<file path="src/rtl/hc21_ste_pkg.sv">
// Shared types and helper functions for the HC21 STE attention / bus-master arbiter.
package hc21_ste_pkg;

  localparam int MAX_ATN = 16;
  localparam int MAX_MST = 8;

  typedef enum logic [1:0] {
    IDLE    = 2'd0,
    REQ     = 2'd1,
    GRANT   = 2'd2,
    RELEASE = 2'd3
  } arb_state_t;

  // Index of the highest set bit; 0 when nothing is set.
  function automatic int prio_enc(input logic [MAX_ATN-1:0] v);
    int r;
    r = 0;
    for (int i = 0; i < MAX_ATN; i++) begin
      if (v[i[3:0]]) r = i;
    end
    return r;
  endfunction

  // First requester strictly after 'last', wrapping modulo n; returns 'last' if none.
  function automatic int rr_pick(input logic [MAX_MST-1:0] req, input int last, input int n);
    int  idx;
    bit  found;
    int  r;
    r     = last;
    found = 1'b0;
    for (int i = 1; i <= MAX_MST; i++) begin
      idx = (last + i) % n;
      if (!found && (i <= n) && req[idx[2:0]]) begin
        r     = idx;
        found = 1'b1;
      end
    end
    return r;
  endfunction

endpackage

</file>
<file path="src/rtl/hc21_ste_arbiter_if.sv">
// STE backplane / HC21 CPU signal bundle seen by the attention and bus-master arbiter.
interface hc21_ste_arbiter_if #(
  parameter int N_ATN = 8,
  parameter int N_MST = 2,
  parameter int AW    = $clog2(N_ATN)
);

  logic [N_ATN-1:0] atnrq_n;
  logic [N_ATN-2:0] atn_mask;
  logic [N_MST-1:0] busrq_n;
  logic             cpu_busak_n;
  logic             cpu_iack_n;
  logic [AW-1:0]    addr;
  logic             addr_oe;
  logic [N_MST-1:0] busak_n;
  logic             cpu_busrq_n;
  logic             cpu_int_n;
  logic             cpu_nmi_n;

  // master: backplane + CPU side driving requests and acknowledges
  modport master (
    output atnrq_n, atn_mask, busrq_n, cpu_busak_n, cpu_iack_n,
    input  addr, addr_oe, busak_n, cpu_busrq_n, cpu_int_n, cpu_nmi_n
  );

  // slave: the arbiter itself
  modport slave (
    input  atnrq_n, atn_mask, busrq_n, cpu_busak_n, cpu_iack_n,
    output addr, addr_oe, busak_n, cpu_busrq_n, cpu_int_n, cpu_nmi_n
  );

endinterface

</file>
<file path="src/rtl/hc21_sync2.sv">
// Two-flop synchroniser for active-low asynchronous request lines; resets to inactive (1).
module hc21_sync2 #(
  parameter int W = 1
) (
  input  logic         sysclk,
  input  logic         reset_n,
  input  logic [W-1:0] d_i,
  output logic [W-1:0] q_o
);

  logic [W-1:0] meta_q;
  logic [W-1:0] sync_q;

  always_ff @(posedge sysclk or negedge reset_n) begin
    if (!reset_n) begin
      meta_q <= '1;
      sync_q <= '1;
    end else begin
      meta_q <= d_i;
      sync_q <= meta_q;
    end
  end

  assign q_o = sync_q;

endmodule

</file>
<file path="src/rtl/hc21_ste_arbiter.sv">
// STE attention handler (INT/NMI + frozen vector on IACK) and round-robin bus-master arbiter.
module hc21_ste_arbiter
  import hc21_ste_pkg::*;
#(
  parameter int N_ATN = 8,
  parameter int N_MST = 2,
  parameter int AW    = $clog2(N_ATN)
) (
  input logic               sysclk,
  input logic               reset_n,
  hc21_ste_arbiter_if.slave bus
);

  localparam int LW = $clog2(N_MST);

  logic [N_ATN-1:0]   atnrq_s;
  logic [N_MST-1:0]   busrq_s;
  logic [N_ATN-1:0]   atn;
  logic [N_MST-1:0]   req;
  logic [N_ATN-2:0]   pend;
  logic [MAX_ATN-1:0] pend_ext;
  logic [MAX_MST-1:0] req_ext;
  logic [AW-1:0]      vec;
  logic [LW-1:0]      pick;

  logic [AW-1:0]      addr_q;
  logic               addr_oe_q;
  logic               int_n_q;
  logic               nmi_n_q;

  arb_state_t         state_q, state_d;
  logic [LW-1:0]      win_q, win_d;
  logic [LW-1:0]      last_q, last_d;
  logic               busrq_n_q, busrq_n_d;
  logic [N_MST-1:0]   busak_n_q, busak_n_d;

  hc21_sync2 #(.W(N_ATN)) u_sync_atn (
    .sysclk  (sysclk),
    .reset_n (reset_n),
    .d_i     (bus.atnrq_n),
    .q_o     (atnrq_s)
  );

  hc21_sync2 #(.W(N_MST)) u_sync_busrq (
    .sysclk  (sysclk),
    .reset_n (reset_n),
    .d_i     (bus.busrq_n),
    .q_o     (busrq_s)
  );

  assign atn  = ~atnrq_s;
  assign req  = ~busrq_s;
  assign pend = atn[N_ATN-1:1] & bus.atn_mask;

  // Pending lines are placed at their line numbers so the encoder returns the line index.
  always_comb begin
    pend_ext              = '0;
    pend_ext[N_ATN-1:1]   = pend;
    vec                   = AW'(prio_enc(pend_ext));
    req_ext               = '0;
    req_ext[N_MST-1:0]    = req;
    pick                  = LW'(rr_pick(req_ext, int'(last_q), N_MST));
  end

  always_ff @(posedge sysclk or negedge reset_n) begin
    if (!reset_n) begin
      int_n_q <= 1'b1;
      nmi_n_q <= 1'b1;
    end else begin
      int_n_q <= ~|pend;
      nmi_n_q <= ~atn[0];
    end
  end

  // Vector is captured once per acknowledge and held until IACK is released.
  always_ff @(posedge sysclk or negedge reset_n) begin
    if (!reset_n) begin
      addr_q    <= '0;
      addr_oe_q <= 1'b0;
    end else if (!bus.cpu_iack_n) begin
      if (!addr_oe_q) begin
        addr_q    <= vec;
        addr_oe_q <= 1'b1;
      end
    end else begin
      addr_oe_q <= 1'b0;
    end
  end

  always_ff @(posedge sysclk or negedge reset_n) begin
    if (!reset_n) begin
      state_q   <= IDLE;
      win_q     <= '0;
      last_q    <= LW'(N_MST - 1);
      busrq_n_q <= 1'b1;
      busak_n_q <= '1;
    end else begin
      state_q   <= state_d;
      win_q     <= win_d;
      last_q    <= last_d;
      busrq_n_q <= busrq_n_d;
      busak_n_q <= busak_n_d;
    end
  end

  always_comb begin
    state_d   = state_q;
    win_d     = win_q;
    last_d    = last_q;
    busrq_n_d = 1'b1;
    busak_n_d = '1;
    unique case (state_q)
      IDLE: begin
        if (|req) begin
          win_d   = pick;
          state_d = REQ;
        end
      end
      REQ: begin
        busrq_n_d = 1'b0;
        // A master withdrawing before the CPU yields aborts without granting.
        if (!req[win_q]) begin
          state_d = RELEASE;
        end else if (!bus.cpu_busak_n) begin
          state_d = GRANT;
        end
      end
      GRANT: begin
        busrq_n_d        = 1'b0;
        busak_n_d[win_q] = 1'b0;
        if (!req[win_q]) begin
          state_d = RELEASE;
          last_d  = win_q;
        end
      end
      RELEASE: begin
        if (bus.cpu_busak_n) begin
          state_d = IDLE;
        end
      end
      default: state_d = IDLE;
    endcase
  end

  assign bus.addr        = addr_q;
  assign bus.addr_oe     = addr_oe_q;
  assign bus.busak_n     = busak_n_q;
  assign bus.cpu_busrq_n = busrq_n_q;
  assign bus.cpu_int_n   = int_n_q;
  assign bus.cpu_nmi_n   = nmi_n_q;

endmodule

</file>
<file path="src/flat_wrapper.sv">
// flat-port wrapper written by rule: the top's interface ports become plain ports
module hc21_ste_arbiter_flat import hc21_ste_pkg::*;
#(
  parameter int N_ATN = 8,
  parameter int N_MST = 2,
  parameter int AW    = $clog2(N_ATN)
)
  (sysclk, reset_n, bus_atnrq_n, bus_atn_mask, bus_busrq_n, bus_cpu_busak_n, bus_cpu_iack_n, bus_addr, bus_addr_oe, bus_busak_n, bus_cpu_busrq_n, bus_cpu_int_n, bus_cpu_nmi_n);
  hc21_ste_arbiter_if #(.N_ATN(N_ATN), .N_MST(N_MST), .AW(AW)) bus_i ();
  input logic sysclk;
  input logic reset_n;
  input wire logic [$bits(bus_i.atnrq_n)-1:0] bus_atnrq_n;
  input wire logic [$bits(bus_i.atn_mask)-1:0] bus_atn_mask;
  input wire logic [$bits(bus_i.busrq_n)-1:0] bus_busrq_n;
  input wire logic [$bits(bus_i.cpu_busak_n)-1:0] bus_cpu_busak_n;
  input wire logic [$bits(bus_i.cpu_iack_n)-1:0] bus_cpu_iack_n;
  output wire logic [$bits(bus_i.addr)-1:0] bus_addr;
  output wire logic [$bits(bus_i.addr_oe)-1:0] bus_addr_oe;
  output wire logic [$bits(bus_i.busak_n)-1:0] bus_busak_n;
  output wire logic [$bits(bus_i.cpu_busrq_n)-1:0] bus_cpu_busrq_n;
  output wire logic [$bits(bus_i.cpu_int_n)-1:0] bus_cpu_int_n;
  output wire logic [$bits(bus_i.cpu_nmi_n)-1:0] bus_cpu_nmi_n;
  assign bus_i.atnrq_n = bus_atnrq_n;
  assign bus_i.atn_mask = bus_atn_mask;
  assign bus_i.busrq_n = bus_busrq_n;
  assign bus_i.cpu_busak_n = bus_cpu_busak_n;
  assign bus_i.cpu_iack_n = bus_cpu_iack_n;
  assign bus_addr = bus_i.addr;
  assign bus_addr_oe = bus_i.addr_oe;
  assign bus_busak_n = bus_i.busak_n;
  assign bus_cpu_busrq_n = bus_i.cpu_busrq_n;
  assign bus_cpu_int_n = bus_i.cpu_int_n;
  assign bus_cpu_nmi_n = bus_i.cpu_nmi_n;
  hc21_ste_arbiter #(.N_ATN(N_ATN), .N_MST(N_MST), .AW(AW)) u_core (.sysclk(sysclk), .reset_n(reset_n), .bus(bus_i));
endmodule
</file>
<file path="config.mk">
export PLATFORM = sky130hd
export DESIGN_NAME = hc21_ste_arbiter_flat
export DESIGN_NICKNAME = d
export VERILOG_FILES = /design/src/rtl/hc21_ste_pkg.sv /design/src/rtl/hc21_ste_arbiter_if.sv /design/src/rtl/hc21_sync2.sv /design/src/rtl/hc21_ste_arbiter.sv /design/src/flat_wrapper.sv
export SDC_FILE = /design/constraint.sdc
export NUM_CORES = 1
export LEC_CHECK = 0
export CORE_MARGIN = 2
export CORE_UTILIZATION = 43
export CTS_CLUSTER_SIZE = 30
export DETAILED_ROUTE_END_ITERATION = 7
export PLACE_DENSITY = 0.71
export SLEW_MARGIN = 25
export SYNTH_ARGS = -nofsm -noshare
export SYNTH_HDL_FRONTEND = slang
export SYNTH_SLANG_ARGS = --single-unit
</file>
<file path="constraint.sdc">
create_clock -name sysclk -period 2.15 [get_ports sysclk]
set_clock_uncertainty 0.1 [all_clocks]
set_input_delay 0.43 -clock sysclk [delete_from_list [all_inputs] [get_ports sysclk]]
set_output_delay 0.43 -clock sysclk [all_outputs]
set_load 0.02 [all_outputs]
</file>
==> impl_metrics.json, run 1 <==
{
  "status": "finished, final reports clean",
  "critPathCaptureType": "output pin",
  "holdPathStages": 0,
  "cts_tree": "built",
  "initial_core_util": 0.4418,
  "cpLargestDelayFamily": "buffers and inverters",
  "clockBufferDepth": 2,
  "synth_area_per_cell_sq_um": 14.09,
  "viasPerCell": 4.734,
  "groute.usage.overall": 0.1415,
  "slew-limit-headroom": 0.7259,
  "cts-resized-gates": 0,
  "ys_types": 23,
  "avgRoutedWirePerCell_microns": 12.27,
  "htree_num_levels": 2,
  "numPortBuffers": 29,
  "synth_top_area_frac": 0.5705,
  "clk_latency_ns": 0.32,
  "r2r-start": "u_core.state_q[0]",
  "gr-total-overflow": 0,
  "ir_worst_vdd_mv": 0.6351,
  "layout-drive-gt1-share": 0.3089,
  "finalCritPeriodShare": 0.9247,
  "yosysSeqAreaShare": 0.7168,
  "drt_iter0_drc": 18,
  "drv_slew": 0,
  "hold_viol_final": 0,
  "cts_setup_buffers": 0,
  "final.setup.tns_ns": 0,
  "grt_max_degree": 34,
  "syn_inst": 85,
  "hp-class": "flip-flop to flip-flop",
  "firstDrtPassIters": 2,
  "start_kind": "flip-flop",
  "synth_edf_count": 0,
  "path_clk_slew_ns": 0.10,
  "async_flop_share": 1.000,
  "synth-seq-cells": 33,
  "drc_errors": 0,
  "cp_slowest_cell": "clkdlybuf4s50_1",
  "clock-sinks": 33,
  "die_area_sq_mm": 0.003223,
  "period_needed_ns": 1.988,
  "synth_common_cells": "26 x dfstp_2, 8 x inv_1, 7 x dfrtp_1",
  "wirelength_mm": 1.889,
  "final_util": 0.5849,
  "dieWidth_microns": 56.77,
  "root_buffer": "clkbuf_4",
  "setup_viol": 0,
  "fill_cells": 227,
  "syn_nets": 110,
  "startpoint": "u_core.bus.cpu_nmi_n",
  "max_freq_ghz": 0.5030,
  "crit_arrival_ns": 1.46,
  "crit_chain": "clkdlybuf4s50_1",
  "worstMarginPinSlew_ns": 0.4096,
  "p_leak_nw": 0.6702,
  "ant_nets": 0,
  "layout_setup_ws_ns": 0.1620,
  "drv_cap": 0,
  "syn_area_sq_mm": 0.001197,
  "antenna_found_initial": 0,
  "chipHeight_microns": 56.77,
  "area_growth_pct": 32.39,
  "crit_path_max_incr_delay_ns": 0.60,
  "nNetsFinal": 147,
  "cp_max_fo": 1,
  "p_per_area_mw_per_mm2": 1013,
  "num_antenna_cells": 0,
  "cts_hold_buf": 0,
  "path_buf_inv": 1,
  "cts_inserted_buffers": 5,
  "io_pins": 30,
  "rows": 19,
  "reg2reg_depth": 6,
  "yosys-top-cells-area": "dfstp_2 57%, dfrtp_1 15%, ha_1 4.2%",
  "synth_most_common_cell": "dfstp_2",
  "grt_pass1_vias": 769,
  "critPathKind": "flip-flop to output pin",
  "synth-warning-count": 0,
  "core-area_sq_mm": 0.002710,
  "post-place-ws_ns": 0.3666,
  "vias": 729,
  "yosys.area.top_type": "dfstp_2",
  "hold_start": "u_core.u_sync_busrq.meta_q[0]",
  "synth_top_flop_cell": "dfstp_2",
  "hpwl_mm": 1.364,
  "grt_pass1_wl_mm": 3.318,
  "required_ns": 1.62,
  "crit_cells": 1,
  "rsz0062_at_grt": "no",
  "gp_congestion": 0.7729
}
## path summary, 6_finish.rpt
check                                                  end  slack (ns)
worst max-delay path                         bus_cpu_nmi_n        0.16
worst min-delay path            u_core.u_sync_busrq.q_o[0]        0.26
worst max register to register           u_core.state_q[0]        0.43
worst min register to register  u_core.u_sync_busrq.q_o[0]        0.26
max in group asynchronous             u_core.bus.cpu_int_n        1.25
min in group asynchronous                     u_core.win_q        0.39
## layer usage
metal	wire length (microns)	vias to the layer above	GRT usage
met2	930	24	0.2276
met5	0	-	0
met3	123	6	0.07143
li1	-	357	-
met4	34	0	0.05980
met1	801	342	0.1583
## through the flow
| step | area (sq um) | hold slack, ns | power (W) | cells |
|---|---|---|---|---|
| global route | 1585 | 0.2655 | 0.001710 | 154 |
| detailed placement | 1534 | 0.2475 | 0.001292 | 146 |
| global placement | 1534 | 0.2461 | 0.001271 | 146 |
| floorplan | 1197 | 0.03441 | 0.001118 | 85 |
| CTS | 1585 | 0.2615 | 0.001615 | 154 |
| finish | 1585 | 0.2609 | 0.001606 | 154 |
## cell type report
cell class / count / area [sq um] / share of cell area
clock buffer: 6 / 41.29 / 0.02605
clock inverter: 2 / 10.01 / 0.006314
inverter: 8 / 30.03 / 0.01894
multi-input combinational: 44 / 309.0 / 0.1949
sequential: 33 / 858.3 / 0.5414
tap: 31 / 38.79 / 0.02447
timing repair buffer: 30 / 297.8 / 0.1878
## placed cells by master, fill, tap and decap left out, drive strengths merged, types with 2 or more instances in the layout
master,count
ha,4
inv,8
o21ai,3
a21oi,6
dfstp,26
clkdlybuf4s50,29
nor2b,3
clkinv,2
nor2,6
clkbuf,6
dfrtp,7
nand2,6
nand2b,4
## power breakdown
group          total (W)  internal (W)  switching (W)
logic           0.000478      0.000238       0.000240
clock network   0.000324      0.000124       0.000199
registers       0.000805      0.000745      0.0000594
total            0.00161       0.00111       0.000499
## worst register-to-register path, delay by kind of cell, from the launching register on
kind	cells	cell delay (ns)
adder cells (fa/ha/maj)	1	0.28
buffers and inverters	1	0.11
AO/OA/AOI/OAI	4	0.75
flip-flops	1	0.41
## registers in the layout (all words and copies together), names as in the netlist
| signal | count |
|---|---|
| u_core.bus.cpu_nmi_n | 1 |
| u_core.u_sync_busrq.q_o | 2 |
| u_core.bus.addr_oe | 1 |
| u_core.last_q | 1 |
| u_core.bus.cpu_int_n | 1 |
| u_core.bus.cpu_busrq_n | 1 |
| u_core.bus.addr | 3 |
| u_core.u_sync_atn.q_o | 8 |
| u_core.u_sync_busrq.meta_q | 2 |
| u_core.win_q | 1 |
| u_core.bus.busak_n | 2 |
| u_core.u_sync_atn.meta_q | 8 |
| u_core.state_q | 2 |
## logic make-up (layout without fill, tap and decap cells)
group | after synthesis | after routing | share of synthesized area
AO/OA/AOI/OAI | 16 | 16 | 0.1108
adder cells (fa/ha/maj) | 4 | 4 | 0.04180
buffers and inverters | 8 | 46 | 0.02508
flip-flops | 33 | 33 | 0.7168
multiplexers | 1 | 1 | 0.008360
AND/OR/NAND/NOR | 23 | 23 | 0.09718
Power figures use the tool's default switching activity.
==> run 2: changes to the inputs <==
CORE_MARGIN = unset   (was 2)
GPL_ROUTABILITY_DRIVEN = 0   (was unset)
==> run 2 against run 1 <==
Core utilization up 4.0 points. Via count increased by 0.69%. Global-route usage increased by 0.44 points. Routed wire length shrank 5.3%. Die area fell by 6.9%. Combinational power shrank 1%. Flip-flop and latch count did not move. Hold slack worse by 0.0024 ns. Cell count down 1.3%. Worst setup slack improved by 0.0078 ns. Clock-buffer cell count is the same. Critical path type unchanged. Largest power group unchanged.
==> impl_metrics.json, run 2 (synthesis gave the netlist of run 1 again) <==
{
  "avgRoutedWirePerCell_microns": 11.77,
  "required_ns": 1.62,
  "cp_slowest_cell": "clkdlybuf4s50_1",
  "final_cell_mix": "29 x clkdlybuf4s50_1, 26 x dfstp_2, 8 x inv_1",
  "start_kind": "flip-flop",
  "io_pins": 30,
  "rsz0062_at_grt": "no",
  "dieWidth_microns": 54.77,
  "final.setup.tns_ns": 0,
  "viasPerCell": 4.829,
  "setup_viol": 0,
  "drv_slew": 0,
  "vias": 734,
  "final_common_cell": "clkdlybuf4s50_1",
  "grt_max_degree": 34,
  "path_buf_inv": 1,
  "hpwl_mm": 1.345,
  "crit_chain": "clkdlybuf4s50_1",
  "cpLargestDelayFamily": "buffers and inverters",
  "core-area_sq_mm": 0.002545,
  "critPathCaptureType": "output pin",
  "status": "finished, final reports clean",
  "numPortBuffers": 29,
  "grt_pass1_vias": 675,
  "htree_num_levels": 2,
  "p_per_area_mw_per_mm2": 1018,
  "firstDrtPassIters": 4,
  "cts_inserted_buffers": 5,
  "root_buffer": "clkbuf_4",
  "max_freq_ghz": 0.5050,
  "ant_nets": 0,
  "cts-resized-gates": 0,
  "hold_viol_final": 0,
  "period_needed_ns": 1.980,
  "fill_cells": 202,
  "chipHeight_microns": 54.77,
  "wirelength_mm": 1.789,
  "worst_hold_slack_ns": 0.2585,
  "gr-total-overflow": 0,
  "layout-drive-gt1-share": 0.3115,
  "worstMarginPinSlew_ns": 0.3609,
  "finalCritPeriodShare": 0.9211,
  "nNetsFinal": 147,
  "antenna_found_initial": 0,
  "p_total_w": 0.001619,
  "area_growth_pct": 32.92,
  "cts_setup_buffers": 0,
  "ir_worst_vdd_mv": 0.7484,
  "r2r-start": "u_core.state_q[0]",
  "drc_errors": 0,
  "path_clk_slew_ns": 0.09,
  "crit_path_max_incr_delay_ns": 0.60,
  "grt_pass1_wl_mm": 2.766,
  "hold_start": "u_core.u_sync_atn.meta_q[7]",
  "rows": 18,
  "clock-sinks": 33,
  "num_antenna_cells": 0,
  "clockBufferDepth": 2,
  "drv_cap": 0,
  "initial_core_util": 0.4705,
  "cts_tree": "built",
  "crit_arrival_ns": 1.45,
  "die_area_sq_mm": 0.003000,
  "p_leak_nw": 0.6685,
  "slew-limit-headroom": 0.7525,
  "drt_iter0_drc": 8,
  "multiInputGateArea_sq_um": 309.0,
  "seq_area_sq_um": 858.3,
  "cts_hold_buf": 0,
  "cp_max_fo": 1,
  "clk_latency_ns": 0.33,
  "groute.usage.overall": 0.1459,
  "hp-class": "flip-flop to flip-flop",
  "critPathKind": "flip-flop to output pin",
  "startpoint": "u_core.bus.busak_n[0]"
}
-- run 2: cell types whose count changed in the layout (fill, tap and decap cells not counted), sizes merged --
cell / previous run / this run
clkinvlp: 0 / 1
clkinv: 2 / 0
-- run 2: report_power, final --
part,internal [W],switching [W]
Combinational,0.000237,0.000234
Clock,0.000153,0.000194
Sequential,0.000745,0.0000569
Total,0.00114,0.000484
-- run 2: path summary, 6_finish.rpt --
check                                                   to  slack, ns  cells after the start
worst max-delay path                        bus_busak_n[0]       0.17                      1
worst min-delay path              u_core.u_sync_atn.q_o[7]       0.26                      0
worst max register to register           u_core.state_q[0]       0.48                      6
worst min register to register    u_core.u_sync_atn.q_o[7]       0.26                      0
max in group asynchronous       u_core.u_sync_busrq.q_o[1]       1.25                      2
min in group asynchronous               u_core.bus.addr[0]       0.39                      2
-- run 2: layer usage --
layer,vias to the layer above,part of all wire,track usage
met4,0,0.011,0.05128
met2,25,0.50,0.2309
met5,-,0,0
met3,2,0.074,0.1000
li1,356,-,-
met1,351,0.42,0.1518
-- run 2: metrics by stage --
step	worst slack [ns]	area (sq um)	utilization	cells
after floorplan	0.6098	1197	-	85
after global placement	0.4057	1533	0.6023	145
after detailed placement	0.3620	1533	0.6023	145
after CTS	0.1339	1592	0.6254	152
after global routing	0.1057	1592	0.6254	152
final	0.1697	1592	0.6254	152
-- run 2: final cells by class --
type,instances,share of cell area
Clock buffer,6,0.03223
Clock inverter,1,0.004717
Inverter,8,0.01887
Multi-Input combinational cell,44,0.1942
Sequential cell,33,0.5393
Tap cell,30,0.02358
Timing Repair Buffer,30,0.1871
==> run 3: changes to the inputs <==
==> constraint.sdc (replaced) <==
create_clock -name sysclk -period 2.15 [get_ports sysclk]
set_clock_uncertainty 0.1 [all_clocks]
set_input_delay 0.215 -clock sysclk [delete_from_list [all_inputs] [get_ports sysclk]]
set_output_delay 0.215 -clock sysclk [all_outputs]
set_load 0.02 [all_outputs]
==> run 3 against run 2 <==
First-iteration DRC count stayed put. Flip-flop and latch count stayed put. Largest power group unchanged. Largest cell class unchanged. Sequential share of layout area is 0.83 points lower.
==> impl_metrics.json, run 3 (synthesis gave the netlist of run 1 again) <==
{
  "hp-class": "input pin to asynchronous set/reset pin",
  "dieWidth_microns": 54.77,
  "reg2reg_depth": 6,
  "final.setup.tns_ns": 0,
  "slew-limit-headroom": 0.7287,
  "grt_pass1_wl_mm": 3.008,
  "rows": 18,
  "avgRoutedWirePerCell_microns": 12.12,
  "antenna_found_initial": 0,
  "layout-drive-gt1-share": 0.3171,
  "r2r_slack_ns": 0.46,
  "maxUsedRoutingLayer": "met4",
  "clock-sinks": 33,
  "initial_core_util": 0.4705,
  "wl_met1_microns": 795,
  "htree_num_levels": 2,
  "vias": 732,
  "r2r-start": "u_core.state_q[0]",
  "grt_max_degree": 34,
  "met2WireLength_microns": 880,
  "clk_latency_ns": 0.33,
  "max_freq_ghz": 0.5648,
  "required_ns": 1.84,
  "numPortBuffers": 29,
  "core-area_sq_mm": 0.002545,
  "cp_slowest_cell": "clkdlybuf4s50_1",
  "gr-total-overflow": 0,
  "chipHeight_microns": 54.77,
  "layout_setup_ws_ns": 0.3794,
  "groute.usage.overall": 0.1574,
  "num_antenna_cells": 0,
  "r2r_end": "u_core.state_q[0]",
  "die_area_sq_mm": 0.003000,
  "switching_power_w": 0.0005033,
  "cts_setup_buffers": 0,
  "status": "finished, final reports clean",
  "drc_errors": 0,
  "drv_slew": 0,
  "clockBufferDepth": 2,
  "area_growth_pct": 35.01,
  "ant_nets": 0,
  "cp_max_fo": 1,
  "firstDrtPassIters": 3,
  "cpLargestDelayFamily": "buffers and inverters",
  "drt_iter0_drc": 8,
  "io_pins": 30,
  "crit_arrival_ns": 1.46,
  "root_buffer": "clkbuf_4",
  "crit_path_max_incr_delay_ns": 0.60,
  "wirelength_mm": 1.855,
  "startpoint": "u_core.bus.cpu_nmi_n",
  "netSwitchingFraction": 0.2906,
  "rsz0062_at_grt": "no",
  "p_leak_nw": 0.6796,
  "crit_chain": "clkdlybuf4s50_1",
  "worstMarginPinSlew_ns": 0.4055,
  "design_area_sq_mm": 0.001617,
  "final_cell_mix": "29 x clkdlybuf4s50_1, 26 x dfstp_2, 8 x inv_1",
  "viasPerCell": 4.784,
  "hold_viol_final": 0,
  "start_kind": "flip-flop",
  "ir_worst_vdd_mv": 0.7763,
  "p_per_area_mw_per_mm2": 1071,
  "p_total_w": 0.001732,
  "cts-resized-gates": 0,
  "path_clk_slew_ns": 0.10,
  "nNetsFinal": 147,
  "combPwrFrac": 0.275,
  "p_int_w": 0.001229,
  "period_needed_ns": 1.771,
  "path_buf_inv": 1,
  "final_common_cell": "clkdlybuf4s50_1",
  "placed_area_sq_mm": 0.001533,
  "pwr-share-clk": 0.261,
  "hpwl_mm": 1.379,
  "setup_viol": 0,
  "final_util": 0.6352,
  "finalCritPeriodShare": 0.8235,
  "cts_hold_buf": 0,
  "critPathCaptureType": "output pin",
  "wl_met3_microns": 129,
  "cts_inserted_buffers": 5,
  "cts_tree": "built",
  "post-place-ws_ns": 0.4770,
  "pwr-share-seq": 0.464,
  "drv_cap": 0,
  "grt_pass1_vias": 731,
  "critPathKind": "flip-flop to output pin"
}
run 3: changes by cell type in the layout (fill, tap and decap cells not counted):
cell / previous run / this run
clkinv_4: 0 / 1
bufinv_16: 0 / 1
clkbuf_8: 1 / 0
run 3: power groups by stage:
stage / combinational [W] / sequential [W] / clock, W
2_1_floorplan: 0.000272 / 0.000847 / 0
3_3_place_gp: 0.000460 / 0.000805 / 0
3_5_place_dp: 0.000482 / 0.000814 / 0
4_1_cts: 0.000484 / 0.000805 / 0.000473
5_1_grt: 0.000540 / 0.000818 / 0.000504
6_report: 0.000477 / 0.000803 / 0.000452
run 3: worst max path at each step:
stage,to,slack (ns),cells after the start
final,bus_cpu_nmi_n,0.38,1
after global routing,u_core.state_q[1],0.31,6
after CTS,bus_cpu_int_n,0.35,1
after detailed placement,u_core.state_q[0],0.48,6
after global placement,u_core.state_q[0],0.57,6
after floorplan,u_core.state_q[0],0.61,6
run 3: routing by layer:
| metal | up-vias | GRT usage |
|---|---|---|
| met1 | 345 | 0.1709 |
| met4 | 0 | 0.1154 |
| met2 | 25 | 0.2309 |
| met3 | 5 | 0.08333 |
| met5 | - | 0 |
| li1 | 357 | - |
run 3: through the flow:
stage / std cells / hold slack (ns)
after floorplan: 85 / -0.1806
after global placement: 145 / 0.2463
final: 153 / 0.1680
after detailed placement: 145 / 0.2469
after CTS: 153 / 0.1607
after global routing: 153 / 0.1466
run 3: area by class of cell:
| type | count | area, sq um |
|---|---|---|
| clock buffers | 5 | 37.54 |
| flip-flops and latches | 33 | 858.3 |
| clock inverters | 3 | 46.29 |
| repair buffers | 30 | 297.8 |
| fillers | 202 | 928.4 |
| inverters | 8 | 30.03 |
| well taps | 30 | 37.54 |
| multi-input cells | 44 | 309.0 |
